--- config.mk ---
export PLATFORM = sky130hd
export DESIGN_NAME = stat_display_scheduler
export DESIGN_NICKNAME = d
export VERILOG_FILES = /design/src/rtl/stat_display_scheduler.sv
export SDC_FILE = /design/constraint.sdc
export NUM_CORES = 1
export LEC_CHECK = 0
export CAP_MARGIN = 30
export CORE_AREA = 3 3 98 100
export DETAILED_ROUTE_END_ITERATION = 7
export DIE_AREA = 0 0 101 103
export PLACE_DENSITY_LB_ADDON = 0.08
export RECOVER_POWER = 100
export SLEW_MARGIN = 5
export SYNTH_ARGS = -nofsm -noshare
export SYNTH_HDL_FRONTEND = slang
export SYNTH_SLANG_ARGS = --single-unit
--- constraint.sdc ---
create_clock -name clk -period 4.2 [get_ports clk]
set_clock_uncertainty 0.15 [all_clocks]
set_input_delay 1.26 -clock clk [delete_from_list [all_inputs] [get_ports clk]]
set_output_delay 1.26 -clock clk [all_outputs]
set_load 0.05 [all_outputs]
--- src/rtl/stat_display_scheduler.sv ---
// Purpose : time-shares the single stat readout of the 7-segment display among
//           four stats, rotating on a fixed dwell, advancing on a button and
//           pre-empting the rotation to show any stat that newly drops low.
// Latency : all outputs registered; they follow the causing input by one cycle.
// Flow    : no backpressure; btn_next is a one-cycle pulse, hold a level.
// Ports   : clk, rst (sync, active-high); stat0..stat3 [5:0] stat values;
//           btn_next advance/acknowledge; hold freezes rotation;
//           stat_name [3:0] shown index+1; stat_value [5:0] saturated value;
//           state [3:0] per-stat low flags; alert high while an alert is shown.
module stat_display_scheduler #(
   parameter int DWELL_CYCLES = 50_000_000,
   parameter int ALERT_CYCLES = 150_000_000,
   parameter int LOW_THRESH   = 10,
   parameter int MAX_VALUE    = 50
) (
   input  logic       clk,
   input  logic       rst,
   input  logic [5:0] stat0,
   input  logic [5:0] stat1,
   input  logic [5:0] stat2,
   input  logic [5:0] stat3,
   input  logic       btn_next,
   input  logic       hold,
   output logic [3:0] stat_name,
   output logic [5:0] stat_value,
   output logic [3:0] state,
   output logic       alert
);

   // One timer serves both dwell kinds, so it is sized for the longer one.
   localparam int TMAX = (DWELL_CYCLES > ALERT_CYCLES) ? DWELL_CYCLES : ALERT_CYCLES;
   localparam int TW   = $clog2(TMAX);
   localparam logic [TW-1:0] DWELL_LAST = TW'(DWELL_CYCLES - 1);
   localparam logic [TW-1:0] ALERT_LAST = TW'(ALERT_CYCLES - 1);
   localparam logic [TW-1:0] TIMER_ONE  = TW'(1);
   localparam logic [5:0]    THRESH_V   = 6'(LOW_THRESH);
   localparam logic [5:0]    MAX_V      = 6'(MAX_VALUE);

   typedef enum logic [1:0] {
      MODE_AUTO  = 2'd0,
      MODE_HOLD  = 2'd1,
      MODE_ALERT = 2'd2
   } mode_t;

   mode_t         mode, mode_n;
   logic [1:0]    idx, idx_n;
   logic [TW-1:0] timer, timer_n;
   logic [3:0]    low_q;
   logic [3:0]    pend, pend_n;

   logic [5:0]    stat_arr [4];
   logic [3:0]    low;
   logic [3:0]    avail;
   logic [3:0]    clr;
   logic [1:0]    first;
   logic [5:0]    sel;
   logic [5:0]    value_n;

   function automatic logic [1:0] lowest(input logic [3:0] v);
      if (v[0])      return 2'd0;
      else if (v[1]) return 2'd1;
      else if (v[2]) return 2'd2;
      else           return 2'd3;
   endfunction

   always_comb begin
      stat_arr[0] = stat0;
      stat_arr[1] = stat1;
      stat_arr[2] = stat2;
      stat_arr[3] = stat3;
   end

   always_comb begin
      low = 4'b0000;
      for (int i = 0; i < 4; i++) begin
         low[i] = (stat_arr[i] < THRESH_V);
      end
   end

   // A rising low flag is usable in the same cycle it is detected so that the
   // alert shows one cycle after the stat drops; anything no longer low is
   // dropped from the pending set.
   assign avail = (pend | (low & ~low_q)) & low;
   assign first = lowest(avail);

   always_comb begin
      mode_n  = mode;
      idx_n   = idx;
      timer_n = timer;
      clr     = 4'b0000;
      case (mode)
         MODE_AUTO, MODE_HOLD: begin
            if (|avail) begin
               mode_n  = MODE_ALERT;
               idx_n   = first;
               timer_n = '0;
               clr     = 4'b0001 << first;
            end else if (btn_next) begin
               idx_n = idx + 2'd1;
               // In HOLD the dwell timer stays frozen; only the stat moves.
               if (mode == MODE_AUTO) timer_n = '0;
            end else if (mode == MODE_AUTO) begin
               if (hold) begin
                  mode_n = MODE_HOLD;
               end else if (timer == DWELL_LAST) begin
                  idx_n   = idx + 2'd1;
                  timer_n = '0;
               end else begin
                  timer_n = timer + TIMER_ONE;
               end
            end else if (!hold) begin
               mode_n = MODE_AUTO;
            end
         end
         MODE_ALERT: begin
            if ((timer == ALERT_LAST) || btn_next) begin
               timer_n = '0;
               if (|avail) begin
                  idx_n = first;
                  clr   = 4'b0001 << first;
               end else begin
                  mode_n = hold ? MODE_HOLD : MODE_AUTO;
                  idx_n  = idx + 2'd1;
               end
            end else begin
               timer_n = timer + TIMER_ONE;
            end
         end
         default: begin
            mode_n  = MODE_AUTO;
            idx_n   = 2'd0;
            timer_n = '0;
         end
      endcase
      pend_n = avail & ~clr;
   end

   assign sel     = stat_arr[idx_n];
   assign value_n = (sel > MAX_V) ? MAX_V : sel;

   always_ff @(posedge clk) begin
      if (rst) begin
         mode       <= MODE_AUTO;
         idx        <= 2'd0;
         timer      <= '0;
         low_q      <= 4'b0000;
         pend       <= 4'b0000;
         stat_name  <= 4'd1;
         stat_value <= 6'd0;
         state      <= 4'b0000;
         alert      <= 1'b0;
      end else begin
         mode       <= mode_n;
         idx        <= idx_n;
         timer      <= timer_n;
         low_q      <= low;
         pend       <= pend_n;
         stat_name  <= {2'b00, idx_n} + 4'd1;
         stat_value <= value_n;
         state      <= low;
         alert      <= (mode_n == MODE_ALERT);
      end
   end

endmodule

==> reports/results.tsv <==
metric	value	unit
multi_input_area	1530	um^2
status	complete, no violations	
cts_resized	0	
grt-ovfl-total	0	
power-per-cell-area	338	nW/um^2
comb_power_share	0.281	
cpMaxStageDelayCell	dlygate4sd3_1	
drv_slew	0	
reg2reg_from	timer[0]	
critPathTopFamily	buffers and inverters	
synth_area	2610	um^2
r2r_slack	720	ps
post_cts_buffers	0	
io_pins	43	
rsz0062_at_grt	no	
die_w	101	um
synthesis.nets	336	
gr-usage-met2	0.234	
hold_viol_final	0	
startpoint	stat1[2]	
ys.warnings.count	0	
min_path_cells	2	
crit_buf_inv	4	
cts_tree	done	
antenna_found_initial	0	
wl_per_cell	14.3	um
numCtsBuffers	5	
cp-start-kind	input port	
coreArea	8760	um^2
grt_max_degree	29	
swShare	0.317	
syn2layout_area_growth	26.6	%
clkTransAtPathRegs	90	ps
crit_type	input port to register	
fmax	0.259	GHz
firstDrtPassIters	4	
ant_nets	0	
grt-busiest-layer	met2	
hp-class	register to register	
diodes	0	
grt_use_total	0.134	
drt_wl_total	6690	um
vdd_drop_max	0.135	mV
portBuffers	41	
grt_pass1_wl	11000	um
period_share	0.918	
fill_cells	920	
drcViolationCount	0	
row_count	34	
tns	0	ps
endpoint_kind	register	
syn_avg_cell_area	8.52	um^2
drt_iter0_markers	51	
worstPathCellList	dlygate4sd3_1 -> o21ai_0 -> nand3_1 -> clkbuf_1 -> nand4_1 -> clkbuf_4 -> nor3_1 -> a21oi_1 -> a21o_1 -> clkbuf_2 -> nor2_1	
crit_fanout	28	
place_ws	33.6	ps
hold_buffers	0	
ys_types	51	
power.share.clock	0.261	
cts_buffer_depth	2	
die_y	103	um
setup_ws	345	ps
htreeDepth	2	
worstSkewPairLatency	300	ps
fin_nets	388	
gp_congestion	0.809	
power_frac_seq	0.457	
r2r_cells	10	
die-area	10400	um^2
vias	2275	
start_util	0.297	
seqCellArea	1000	um^2
cts.sinks	50	
async_flop_share	0	
yosysSeqAreaShare	0.384	
syn_inst	306	
slowest_delay	580	ps
clockRootBuffer	clkbuf_8	
dp_hpwl	5110	um
p_switching	0.354	mW
layout_common_cells	nor2_1 (51), dfxtp_1 (50), nand2_1 (27), clkdlybuf4s50_1 (25), dlygate4sd3_1 (16)	
use_met3	0.0237	
crit_arrival	3870	ps
viasPerCell	4.87	
grt_use_met1	0.169	
timing.slew.headroom	0.507	
leakagePower	1.23	nW
drv_cap	0	
setup_violations	0	
ys_seq_elements	50	
drive_gt1_frac	0.100	
synth_edf_count	0	
worstReg2RegEnd	stat_value[1]	
fin_crit	3850	ps
mostFrequentLayoutCell	nor2_1	
whs_endpoint	timer[13]	
grt_pass1_vias	2286	
internal_power	0.763	mW
critPathRequiredTime	4210	ps
worstHoldStart	timer[13]	
tightest_slew	737	ps
synthFlopType	dfxtp_1	
-- state kept, by name (all words and copies together), names as in the netlist --
signal	flops
timer	28
low_q	4
mode	2
stat_name	3
idx	2
stat_value	6
alert	1
pend	4
-- routing by layer --
metal,vias up,wire length (um)
li1,1178,-
met1,1050,3180
met2,41,3160
met3,6,274
met4,0,75
met5,-,0
-- how the worst max path moves through the flow --
stage                    end  slack [ps]  depth (start not counted)
2_1_floorplan  stat_value[3]         600                          9
3_3_place_gp   stat_value[0]          70                         10
3_5_place_dp   stat_value[1]          30                         10
4_1_cts        stat_value[1]         350                         10
5_1_grt            timer[24]          80                         11
6_report            timer[2]         350                         11
-- cell type report --
| class | count | area share |
|---|---|---|
| flip-flops and latches | 50 | 0.303 |
| inverters | 6 | 0.00682 |
| clock buffers | 7 | 0.0262 |
| well taps | 108 | 0.0409 |
| multi-input cells | 239 | 0.463 |
| repair buffers | 56 | 0.158 |
| clock inverters | 1 | 0.00152 |
-- stage by stage --
stage / power (mW) / std cells / instance area (um^2) / util / hold slack (ps)
final: 1.12 / 467 / 3300 / 0.377 / 391
after global routing: 1.19 / 467 / 3300 / 0.377 / 407
after CTS: 1.15 / 467 / 3330 / 0.380 / 394
after detailed placement: 0.852 / 459 / 3240 / 0.369 / 373
after global placement: 0.857 / 459 / 3240 / 0.369 / 367
after floorplan: 0.733 / 306 / 2610 / - / 330
-- worst min-delay path, delay by kind of cell (launching register included) --
kind | cells | cell delay, ps
flops | 1 | 360
compound gates | 2 | 140
-- cells by family after synthesis --
family | share of synthesized area
and+or+nand+nor | 0.293
other | 0.00144
DFF | 0.384
adders and majority gates | 0.00960
muxes | 0.0778
xor gates and xnor gates | 0.0773
AOI/OAI and AO/OA | 0.127
buffers and inverters | 0.0293
-- Yosys cell counts (8+ instances only) --
library cell / instances / area, um^2
nor2_1: 51 / 191
dfxtp_1: 50 / 1000
nand2_1: 27 / 101
xor2_1: 14 / 123
nand3_1: 13 / 65.1
nor3_1: 11 / 55.1
o21ai_0: 11 / 55.1
nand4_1: 10 / 62.6
mux2i_1: 9 / 90.1
xnor2_1: 9 / 78.8
a21oi_1: 8 / 40.0
-- power groups by stage --
stage / clock [mW] / sequential (mW) / combinational, mW
after floorplan: 0 / 0.581 / 0.152
after global placement: 0 / 0.524 / 0.333
after detailed placement: 0 / 0.523 / 0.329
after CTS: 0.311 / 0.512 / 0.331
after global routing: 0.330 / 0.515 / 0.341
final: 0.292 / 0.511 / 0.314
Note: power is estimated with default switching activity, not from simulation.
